===== config.mk =====
export PLATFORM = sky130hd
export DESIGN_NAME = vga_rx_monitor
export DESIGN_NICKNAME = d
export VERILOG_FILES = /design/src/rtl/vga_rx_monitor.sv
export SDC_FILE = /design/constraint.sdc
export NUM_CORES = 1
export LEC_CHECK = 0
export BUFFER_PORTS_ARGS = -buffer_cell sky130_fd_sc_hd__buf_2
export CAP_MARGIN = 20
export CORE_ASPECT_RATIO = 0.75
export CORE_MARGIN = 2
export CORE_UTILIZATION = 63
export DETAILED_ROUTE_END_ITERATION = 8
export GPL_TIMING_DRIVEN = 0
export PLACE_DENSITY = 0.92
export SLEW_MARGIN = 20
export SYNTH_ARGS = -nofsm -noshare
export SYNTH_HDL_FRONTEND = slang
export SYNTH_SLANG_ARGS = --single-unit

===== constraint.sdc =====
create_clock -name clk_50Mhz -period 7.3 [get_ports clk_50Mhz]
set_input_delay 1.46 -clock clk_50Mhz [delete_from_list [all_inputs] [get_ports clk_50Mhz]]
set_output_delay 1.46 -clock clk_50Mhz [all_outputs]
set_load 0.05 [all_outputs]

===== src/rtl/vga_rx_monitor.sv =====
// VGA receive-side timing monitor: locks onto hsync/vsync timing and re-emits visible pixels.
// Define VGA_RX_ERR_CNT_EN to add the saturating o_err_cnt error counter output.
`timescale 1ns / 1ps

module vga_rx_monitor #(
  parameter int unsigned H_TOTAL  = 1040,
  parameter int unsigned H_SYNC   = 120,
  parameter int unsigned H_BP     = 64,
  parameter int unsigned H_ACTIVE = 800,
  parameter int unsigned V_TOTAL  = 666,
  parameter int unsigned V_SYNC   = 6,
  parameter int unsigned V_BP     = 23,
  parameter int unsigned V_ACTIVE = 600,
  parameter logic        SYNC_POL = 1'b1
) (
  input  logic       clk_50Mhz,
  input  logic       reset,
  input  logic       i_h_sync,
  input  logic       i_v_sync,
  input  logic       i_r,
  input  logic       i_g,
  input  logic       i_b,
  output logic       o_locked,
  output logic       o_pixel_valid,
  output logic [9:0] o_x,
  output logic [9:0] o_y,
  output logic       o_r,
  output logic       o_g,
  output logic       o_b,
  output logic       o_frame_start,
`ifdef VGA_RX_ERR_CNT_EN
  output logic       o_err,
  output logic [7:0] o_err_cnt
`else
  output logic       o_err
`endif
);

  localparam int unsigned HStart = H_SYNC + H_BP;
  localparam int unsigned HEnd   = HStart + H_ACTIVE - 1;
  localparam int unsigned VStart = V_SYNC + V_BP;
  localparam int unsigned VEnd   = VStart + V_ACTIVE - 1;
  localparam logic [10:0] HStartW = 11'(HStart);
  localparam logic [9:0]  VStartW = 10'(VStart);

  typedef enum logic [1:0] {StSearch, StSyncing, StLocked} state_e;

  state_e state_q, state_d;

  // S1 input register plus the previous S1 sync values for edge detection
  logic hs_q, vs_q, r_q, g_q, b_q;
  logic hs_prev_q, vs_prev_q;

  logic hs_act, hs_act_prev, vs_act, vs_act_prev;
  logic hs_rise, hs_fall, vs_rise;

  logic [10:0] hcnt_q, hcnt_d;
  logic [9:0]  vcnt_q, vcnt_d;
  logic        h_seen_q, h_seen_d;

  logic err_line, err_pulse, err_frame, err_any;

  logic       in_h, in_v;
  logic       pix_valid_d;
  logic [10:0] x_full;
  logic [9:0]  x_d, y_d;

  always_ff @(posedge clk_50Mhz) begin
    if (reset) begin
      hs_q      <= ~SYNC_POL;
      vs_q      <= ~SYNC_POL;
      hs_prev_q <= ~SYNC_POL;
      vs_prev_q <= ~SYNC_POL;
      r_q       <= 1'b0;
      g_q       <= 1'b0;
      b_q       <= 1'b0;
    end else begin
      hs_q      <= i_h_sync;
      vs_q      <= i_v_sync;
      hs_prev_q <= hs_q;
      vs_prev_q <= vs_q;
      r_q       <= i_r;
      g_q       <= i_g;
      b_q       <= i_b;
    end
  end

  assign hs_act      = (hs_q == SYNC_POL);
  assign hs_act_prev = (hs_prev_q == SYNC_POL);
  assign vs_act      = (vs_q == SYNC_POL);
  assign vs_act_prev = (vs_prev_q == SYNC_POL);

  assign hs_rise = hs_act & ~hs_act_prev;
  assign hs_fall = ~hs_act & hs_act_prev;
  assign vs_rise = vs_act & ~vs_act_prev;

  // hcnt_d/vcnt_d are the line/frame position of the sample currently held in S1
  always_comb begin
    hcnt_d   = hcnt_q;
    vcnt_d   = vcnt_q;
    h_seen_d = h_seen_q;
    if (hs_rise) begin
      hcnt_d   = '0;
      h_seen_d = 1'b1;
    end else if (hcnt_q != 11'h7ff) begin
      hcnt_d = hcnt_q + 11'd1;
    end
    if (vs_rise) begin
      vcnt_d = '0;
    end else if (hs_rise && (vcnt_q != 10'h3ff)) begin
      vcnt_d = vcnt_q + 10'd1;
    end
  end

  always_comb begin
    err_line  = hs_rise & h_seen_q & ((32'(hcnt_q) + 32'd1) != H_TOTAL);
    err_pulse = hs_fall & h_seen_q & ((32'(hcnt_q) + 32'd1) != H_SYNC);
    err_frame = vs_rise & ((32'(vcnt_q) + 32'd1) != V_TOTAL);
    err_any   = (state_q != StSearch) & (err_line | err_pulse | err_frame);
  end

  always_comb begin
    state_d = state_q;
    unique case (state_q)
      StSearch: begin
        if (vs_rise) state_d = StSyncing;
      end
      StSyncing: begin
        if (err_any)      state_d = StSearch;
        else if (vs_rise) state_d = StLocked;
      end
      StLocked: begin
        if (err_any) state_d = StSearch;
      end
      default: state_d = StSearch;
    endcase
  end

  always_comb begin
    in_h        = (32'(hcnt_d) >= HStart) && (32'(hcnt_d) <= HEnd);
    in_v        = (32'(vcnt_d) >= VStart) && (32'(vcnt_d) <= VEnd);
    pix_valid_d = (state_d == StLocked) && in_h && in_v;
    x_full      = hcnt_d - HStartW;
    x_d         = pix_valid_d ? x_full[9:0] : '0;
    y_d         = pix_valid_d ? (vcnt_d - VStartW) : '0;
  end

  always_ff @(posedge clk_50Mhz) begin
    if (reset) begin
      state_q       <= StSearch;
      hcnt_q        <= '0;
      vcnt_q        <= '0;
      h_seen_q      <= 1'b0;
      o_locked      <= 1'b0;
      o_pixel_valid <= 1'b0;
      o_x           <= '0;
      o_y           <= '0;
      o_r           <= 1'b0;
      o_g           <= 1'b0;
      o_b           <= 1'b0;
      o_frame_start <= 1'b0;
      o_err         <= 1'b0;
    end else begin
      state_q       <= state_d;
      hcnt_q        <= hcnt_d;
      vcnt_q        <= vcnt_d;
      h_seen_q      <= h_seen_d;
      o_locked      <= (state_d == StLocked);
      o_pixel_valid <= pix_valid_d;
      o_x           <= x_d;
      o_y           <= y_d;
      o_r           <= pix_valid_d & r_q;
      o_g           <= pix_valid_d & g_q;
      o_b           <= pix_valid_d & b_q;
      // Covers the vs_rise that moves SYNCING into LOCKED as well
      o_frame_start <= vs_rise & (state_d == StLocked);
      o_err         <= err_any;
    end
  end

`ifdef VGA_RX_ERR_CNT_EN
  logic [7:0] err_cnt_q;

  always_ff @(posedge clk_50Mhz) begin
    if (reset) begin
      err_cnt_q <= '0;
    end else if (o_err && (err_cnt_q != 8'hff)) begin
      err_cnt_q <= err_cnt_q + 8'd1;
    end
  end

  assign o_err_cnt = err_cnt_q;
`endif

endmodule

---- Word level (Yosys, flattened, before mapping) ----
Index checks and enable logic that the tools add are counted.
storage, ports and cells
  bits in registers ....................... 58
  bits of input ports ..................... 7
  output and inout port bits .............. 27
  logic and storage cells ................. 74
cells by class
  add/subtract/negate cells ............... 6
  $lt $le $gt $ge ......................... 4
  equality and inequality tests ........... 8
  muxes and demuxes ....................... 9
  bitwise logic cells ..................... 19
  reductions and logical operators ........ 8
operators by type and width
  operator                                                            count
  != test 32 x 11 -> 1 bit, second input constant                     1
  2-to-1 mux 11 bit                                                   2
  2-to-1 mux 10 bit                                                   2
  AND 1 bit                                                           13
  adder 11 x 1 -> 12 bit, second input constant                       1
  != test 12 x 7 -> 1 bit, second input constant                      1
  adder 10 x 1 -> 11 bit, second input constant                       1
  adder 11 x 1 -> 11 bit, second input constant                       1
  greater-or-equal comparator 11 x 8 -> 1 bit, second input constant  1
  less-or-equal comparator 11 x 10 -> 1 bit, second input constant    1
  != test 11 x 10 -> 1 bit, second input constant                     1
  != test 11 bit, second input constant                               1
  adder 10 x 1 -> 10 bit, second input constant                       1
  greater-or-equal comparator 10 x 5 -> 1 bit, second input constant  1
  less-or-equal comparator 10 bit, second input constant              1
  != test 10 bit, second input constant                               1
  subtractor 10 x 5 -> 10 bit, second input constant                  1
  subtractor 10 x 8 -> 10 bit, second input constant                  1
  2-to-1 mux 2 bit                                                    4
  one-hot mux 2 bit (3 select lines)                                  1
  logical AND 1 bit                                                   5
  == test 2 bit, second input constant                                2
  inverter 1 bit                                                      4
  == test 2 x 1 -> 1 bit, second input constant                       1
  4 further kinds                                                     5

---- Longest topological paths before layout ----
Gate-level depths: netlist of the first run.
  depth after elaboration ................. 14
  mapped depth ............................ 14
  gate-level depth less buffers ........... 12

---- Worst setup path before layout of the first run ----
Ideal clock, no wire load.
  kind .................................... register -> register
  from .................................... register hcnt_q[1]
  to ...................................... register o_x[5]
  library setup time ...................... 0.078 ns
  arrival time ............................ 2.610 ns
  data required time ...................... 7.222 ns
  setup slack ............................. 4.612 ns
  stages on the path, launching flop included .. 14
  path through ............................ dfxtp_1 -> ha_1 -> nand2_1 -> nor3_1 -> o21ai_0 -> inv_1 -> ha_1 -> inv_1 -> nor2_1 -> a21boi_1 -> o21ai_0 -> o211ai_2 -> buf_2 -> nor3_1
on the way
  elaborated cells on any way between the ends .. 24
  classes of those cells .................. add/sub: 3; order compare: 2; eq/ne: 4; mux: 5; bitwise: 6; reduce/logical: 4
RTL lines
  what                                                                                                      line      RTL
  start, declared                                                                                           57        logic [10:0] hcnt_q, hcnt_d;
  start signal, assigned                                                                                    165       hcnt_q <= hcnt_d;
  adder 11 x 1 -> 11 bit or != test 11 bit (tied branches)                                                  106, 105
  2-to-1 mux 11 bit *                                                                                       105       end else if (hcnt_q != 11'h7ff) begin
  2-to-1 mux 11 bit *                                                                                       102       if (hs_rise) begin
  named net hcnt_d[3]                                                                                       57
  greater-or-equal comparator 11 x 8 -> 1 bit or less-or-equal comparator 11 x 10 -> 1 bit (tied branches)  140       in_h = (32'(hcnt_d) >= HStart) && (32'(hcnt_d) <= HEnd);
  logical AND 1 bit                                                                                         140
  logical AND 1 bit (2 in series)                                                                           142       pix_valid_d = (state_d == StLocked) && in_h && in_v;
  inverter 1 bit (no line)                                                                                  n/a
  OR reduction 2 bit (no line)                                                                              n/a
  end signal, assigned                                                                                      156       o_x <= '0;
  end signal, assigned                                                                                      170       o_x <= x_d;
  end, declared                                                                                             25        output logic [9:0] o_x,
Mark *: on every way through the listed nets, which the timed path passes. The rest lies on a longest branch.
A chain may end at the register's enable or synchronous reset.

---- Worst setup path after layout of the first run ----
  from .................................... register hcnt_q[1]
  to ...................................... register o_x[6]
Same word-level chain as after synthesis.

==> results of run 1 <==
==> worst min-delay path, stage by stage (launching register included) <==
cell     delay (ns)
dfxtp_1        0.30
nand3_1        0.05
nor2_1         0.04
==> layer usage <==
metal  part of all wire, %  track usage [%]  vias to the layer above
li1                      -                -                     1511
met1                    47            43.82                     1432
met2                    41            44.18                      177
met3                   9.9            10.36                       28
met4                   2.0            12.30                        0
met5                     0                0                        -
==> where the power goes <==
group          internal [uW]  total (uW)  switching, uW
clock                    129         255            126
combinational           16.9        44.3           27.4
sequential               321         325           4.16
total                    467         624            158
==> registers in the layout, indices dropped and copies added (netlist names), 2 cells and up <==
register / flops
vcnt_q: 10
o_x: 10
o_y: 10
hcnt_q: 11
state_q: 2
==> kinds of logic (layout without fill, tap and decap cells) <==
logic type | Yosys count | after routing | synth area share [%]
muxes | 4 | 4 | 1.275
xor gates and xnor gates | 17 | 17 | 4.598
DFF | 58 | 58 | 35.86
adders and majority gates | 8 | 8 | 3.091
and+or+nand+nor | 172 | 172 | 29.25
buffers and inverters | 39 | 87 | 6.144
AOI/OAI and AO/OA | 87 | 87 | 19.78
==> through the flow <==
stage | hold slack, ns | setup slack, ns
after floorplan | 0.4075 | 4.612
after global placement | 0.4098 | 3.837
after detailed placement | 0.4244 | 3.841
after CTS | 0.4394 | 3.807
after global routing | 0.4651 | 3.322
final | 0.4441 | 3.687
==> final timing paths <==
| path | start | to | slack (ns) |
|---|---|---|---|
| setup / recovery | hcnt_q[1] | o_x[6] | 3.69 |
| hold / removal | r_q | o_r | 0.44 |
| setup reg to reg | hcnt_q[1] | o_x[6] | 3.69 |
| hold reg to reg | r_q | o_r | 0.44 |
==> cell usage after synthesis, types with 5 or more instances <==
| cell type | instances | share of area (%) |
|---|---|---|
| xnor2_1 | 13 | 3.5 |
| a21boi_0 | 5 | 1.2 |
| and4_1 | 6 | 1.6 |
| nand2b_1 | 11 | 2.1 |
| o31ai_1 | 5 | 1.2 |
| a31oi_1 | 10 | 1.9 |
| inv_1 | 10 | 1.2 |
| and2_1 | 6 | 1.2 |
| nand2_1 | 19 | 2.2 |
| o211ai_1 | 7 | 1.6 |
| o21ai_0 | 9 | 1.4 |
| dfxtp_1 | 58 | 36 |
| buf_4 | 6 | 1.4 |
| clkbuf_1 | 8 | 0.93 |
| nand3_1 | 11 | 1.7 |
| nor3_1 | 36 | 5.6 |
| o22ai_1 | 5 | 0.97 |
| nor2b_1 | 13 | 2.5 |
| buf_2 | 12 | 1.9 |
| nand3b_1 | 5 | 1.2 |
| nand4_1 | 9 | 1.7 |
| a21oi_1 | 14 | 2.2 |
| and3_1 | 5 | 0.97 |
| nor2_1 | 34 | 3.9 |
| ha_1 | 8 | 3.1 |
==> layout make-up <==
cell class | count | area (um^2)
plain buffers | 29 | 161.4
repair buffers | 33 | 165.2
flip-flops and latches | 58 | 1161
inverters | 10 | 37.54
clock inverters | 5 | 31.28
multi-input cells | 288 | 1878
clock buffers | 10 | 137.6
well taps | 60 | 75.07
fillers | 370 | 1280
==> run metrics, run 1 <==
CTS Buf Count 9; Worst Setup Start Kind register; Root Buffer clkbuf_8; Max-slew headroom 56.84%; Inserted Diodes 0; CP top delay family compound AO/OA/AOI/OAI gates; non-filler cells in the finished layout around 500; post-synth net total 400; Fmax between 0.2 and 0.3 GHz; Levels on crit path 13; initial core utilization between 60% and 70%; max incr delay on CP 0.49 ns; antenna violations before repair 0; commonest non-fill, non-tap cell in the layout dfxtp_1; flops & latches, synth 58; # hold bufs at CTS 0; Placer Congestion 0.9602; maximum clock insertion buffer count 2; Pwr Density 171.2 nW/um^2; core region area 4927 um^2; Placed Area 3478 um^2; DP HPWL 6156 um; Overall Global Routing Usage between 30% and 40%; Gate Count Post-Synth 385; Critical path buffers and inverters 3; drt drc 0; Setup CP Type reg2reg; Syn Area/Cell 8.411 um^2; final wirelength approximately 8500 um; top_reg_cell synth dfxtp_1; Boundary Pins 34; Leak 0.001458 uW; CP Max Fanout 10; CTS H-tree depth 3; VDD IR-drop max between 150 and 200 uV; final layout net count 444; Min-Delay Path Depth 2; Post-CTS Resized 0; Vias 3148; CTS tree built; sequential area share after synthesis 35.86%; post-synthesis async set-or-reset flop share 0%; Layout Skew between 0.01 and 0.015 ns; most frequent cells in the layout dfxtp_1, buf_2, nor3_1; IO Port Bufs 33; Post-synth EDFFs 0; DIE AREA 5735 um^2; Fin. Hold Viols 0; routed len/inst 17.19 um; Max-Cap Viols 0; Worst Hold Class reg2reg; Reg2Reg Depth 13; Overflow after GRT 0; vias in the first global route 2824; clk sinks 58; clock latency on the worst-skew pair 0.35 ns; crit path DAT just under 4 ns; Synth-to-Final Area Change 12.64%; total power 624.4 uW; Placed Instances 478; final cycle utilization of the critical path 49.50%; setup TNS 0 ns; fraction of layout cells with a size suffix above 1 about 18%; post-CTS setup buffer count 0; Die Y 66.09 um; Final Max Slew Viols 0; slowest stage cell, crit path nor3_1; final worst path period need 3.613 ns; drt pass-1 iters 7; Cell variety after synth 64; Syn Std Cell Area 3238 um^2; vias per cell 6.385; antenna viol nets, final 0; global-route wire length before repair ~14000 um; Layout Cell Area excl Fill 3647 um^2; CP Cell Sequence ha_1 > nand2_1 > nor3_1 > o21ai_0 > inv_1 > ha_1 > inv_1 > nor2_1 > a21boi_1 > o21ai_0 > o211ai_2 > buf_2 > a211oi_1; clock slew at reported path FFs about 0.070 ns; row count 22; largest net degree at the start of global routing 11; status complete, no violations; Yosys warnings 0; Core Util, Final between 70 and 80%; CP endpoint kind register; First DRT Iteration DRCs 340; RSZ-0062 raised after global routing no; Req. time, crit path 7.55 ns; final setup fails 0; die width between 80 and 90 um; worst slew pin tran roughly 0.65 ns
Power figures use the tool's default switching activity.
==> run 2: changes to the inputs <==
--- a/config.mk
+++ b/config.mk
@@ -9,10 +9,10 @@
 export CAP_MARGIN = 20
 export CORE_ASPECT_RATIO = 0.75
 export CORE_MARGIN = 2
-export CORE_UTILIZATION = 63
+export CORE_UTILIZATION = 53
 export DETAILED_ROUTE_END_ITERATION = 8
 export GPL_TIMING_DRIVEN = 0
-export PLACE_DENSITY = 0.92
+export PLACE_DENSITY = 0.83
 export SLEW_MARGIN = 20
 export SYNTH_ARGS = -nofsm -noshare
 export SYNTH_HDL_FRONTEND = slang
==> constraint.sdc (replaced) <==
create_clock -name clk_50Mhz -period 3.25 [get_ports clk_50Mhz]
set_input_delay 0.65 -clock clk_50Mhz [delete_from_list [all_inputs] [get_ports clk_50Mhz]]
set_output_delay 0.65 -clock clk_50Mhz [all_outputs]
set_load 0.05 [all_outputs]
==> run 2 against run 1 <==
Sequential power increased by 120%. Cell count increased by 4.3%. Die area increased by 18%. Utilization decreased by 9.8 points. Sequential share of layout area decreased by 0.93 points. Power increased by 140%. Count of clock-buffer cells in the layout unchanged. Non-clock buffer count increased by 3. Critical path depth unchanged. Clock power increased to 2.6 times the previous value. Sequential cell count unchanged. Via count decreased by 0.29%.
==> run metrics, run 2 (synthesis results as in run 1) <==
DP HPWL 6155 um (was 6156 um); Fin. Hold Viols 0 (unchanged); row count 24 (was 22); clk sinks 58 (unchanged); non-filler cells in the finished layout 514 (was 493); drt pass-1 iters 5 (was 7); max reg flops 11 (unchanged); CP top delay family simple AND/OR/NAND/NOR gates (was compound AO/OA/AOI/OAI gates); Overflow after GRT 0 (unchanged); slowest stage cell, crit path dfxtp_1 (was nor3_1); Clock power frac 44.1% (was 40.8%); fraction of layout cells with a size suffix above 1 20.41% (was 18.24%); Seq pwr share 49.0% (was 52.1%); Placed Instances 496 (was 478); Die Y 71.69 um (was 66.09 um); Worst path most repeated cell nand2_1; Synth-to-Final Area Change 16.15% (was 12.64%); Placer Congestion 0.9515 (was 0.9602); global-route wire length before repair 13990 um (was 13680 um); Worst Setup Start Kind register (unchanged); First DRT Iteration DRCs 439 (was 340); maximum clock insertion buffer count 2 (unchanged); die width 94.26 um (was 86.79 um); commonest non-fill, non-tap cell in the layout dfxtp_1 (unchanged); Root Buffer clkbuf_8 (unchanged); core region area 5856 um^2 (was 4927 um^2); antenna viol nets, final 0 (unchanged); FILL cells 508 (was 370); CP Cell Sequence ha_2 > nand2_2 > o31ai_4 > nand2_1 > o21ai_0 > nand2_1 > ha_1 > nor2b_1 > o31a_1 > nand4_1 > o211ai_2 > buf_2 > nor3_1 (was ha_1 > nand2_1 > nor3_1 > o21ai_0 > inv_1 > ha_1 > inv_1 > nor2_1 > a21boi_1 > o21ai_0 > o211ai_2 > buf_2 > a211oi_1); combinational fraction of design power 6.8% (was 7.1%); Max-slew headroom 56.30% (was 56.84%); CP endpoint kind register (unchanged); clock latency on the worst-skew pair 0.35 ns (about the same); crit path DAT 3.28 ns (was 3.86 ns); antenna violations before repair 0 (unchanged); final layout net count 447 (was 444); max incr delay on CP 0.37 ns (was 0.49 ns); routed len/inst 16.53 um (was 17.19 um); CTS H-tree depth 3 (unchanged); vias in the first global route 2789 (was 2824); Int Power 1130 uW (was 466.8 uW); final wirelength 8496 um (was 8474 um); final cycle utilization of the critical path 93.01% (was 49.50%); DIE AREA 6757 um^2 (was 5735 um^2); Worst Setup SP vcnt_q[0] (was hcnt_q[1]); largest net degree at the start of global routing 11 (unchanged); sw frac 24.31% (was 25.24%); Max-Cap Viols 0 (unchanged); Critical path buffers and inverters 1 (was 3); Final Max Slew Viols 0 (unchanged); CP Max Fanout 10 (unchanged); final setup fails 0 (unchanged); Pwr Density 396.8 nW/um^2 (was 171.2 nW/um^2); clock slew at reported path FFs 0.07 ns (about the same); Layout Skew 0.01481 ns (was 0.01291 ns); worst slew pin tran 0.6511 ns (was 0.6454 ns); Fmax 0.3308 GHz (was 0.2768 GHz); Overall Global Routing Usage 26.92% (was 31.33%); status complete, no violations (unchanged); switching power 362.8 uW (was 157.6 uW); initial core utilization 55.30% (was 65.72%); CTS Buf Count 9 (unchanged); Biggest register hcnt_q (unchanged); Reg area 1162 um^2 (was 1161 um^2); multi-input logic area 1922 um^2 (was 1878 um^2); Critical R2R Launch vcnt_q[0] (was hcnt_q[1]); Worst Hold Class reg2reg (unchanged); Vias 3139 (was 3148); RSZ-0062 raised after global routing no (unchanged); Hold Crit Start b_q (was r_q); final worst path period need 3.023 ns (was 3.613 ns); Setup CP Type reg2reg (unchanged); VDD IR-drop max 292.2 uV (was 161.1 uV); Inserted Diodes 0 (unchanged); most frequent cells in the layout dfxtp_1, buf_2, nor3_1 (unchanged); Leak 0.001493 uW (was 0.001458 uW); drt drc 0 (unchanged); Boundary Pins 34 (unchanged); vias per cell 6.107 (was 6.385); Core Util, Final 64.23% (was 74.02%); IO Port Bufs 33 (unchanged); Req. time, crit path 3.51 ns (was 7.55 ns); CTS tree built (unchanged)
## run 2: cell types whose count changed in the layout (fill, tap and decap cells not counted), moves of 2 or more
cell	delta
buf_4	+3
ha_1	-2
o21ai_0	-2
nand2_2	+2
nand2_1	-2
## run 2: cell type report
type | count | area share [%]
multi-input cells | 288 | 51.10
flip-flops and latches | 58 | 30.90
repair buffers | 36 | 4.990
plain buffers | 29 | 4.291
clock buffers | 10 | 3.659
well taps | 78 | 2.595
clock inverters | 5 | 1.464
inverters | 10 | 0.9980
## run 2: power groups by stage
stage          registers (uW)  clock network [uW]  logic (uW)
2_1_floorplan             745                   0        69.5
3_3_place_gp              745                   0        94.0
3_5_place_dp              746                   0        96.0
4_1_cts                   730                 663        97.8
5_1_grt                   732                 694         114
6_report                  731                 659         102
## run 2: final timing paths
kind | to | slack (ns) | cells past startpoint
hold reg to reg | o_b | 0.42 | 2
setup / recovery | o_y[4] | 0.23 | 13
setup reg to reg | o_y[4] | 0.23 | 13
hold / removal | o_b | 0.42 | 2
## run 2: what timing repair did
item | in CTS | in global routing
gates resized for setup | 5 | 7
cloned | 0 | 0
pin swaps | 1 | 1
setup endpoints to repair | 24 | 23
setup buffers | 1 | 2
hold buffers | 0 | 0
## run 2: worst reg2reg max path, delay by kind of cell (launching register included)
kind            cells  cell delay (ns)
buf+inv             1             0.25
simple gates        6             0.88
fa+ha+maj           2             0.58
flops               1             0.37
compound gates      4             0.86
## run 2: stage by stage
stage	setup WS (ns)	instance area (um^2)	total power [uW]	hold WS, ns	setup TNS, ns
after floorplan	0.5618	3238	815.0	0.4075	0
after global placement	-0.2468	3501	839.5	0.4165	-4.404
after CTS	0.06785	3726	1491	0.4252	0
final	0.2270	3761	1493	0.4228	0
after global routing	0.04721	3761	1540	0.4503	0
after detailed placement	-0.2303	3501	841.6	0.4170	-3.591
## run 2: routing by layer
layer  part of all wire [%]  vias to the layer above  global-route usage [%]
li1                       -                     1515                       -
met1                     46                     1447                   37.85
met2                     43                      162                   39.29
met3                    9.4                       15                   7.466
met4                    2.0                        0                   10.63
met5                      0                        -                       0
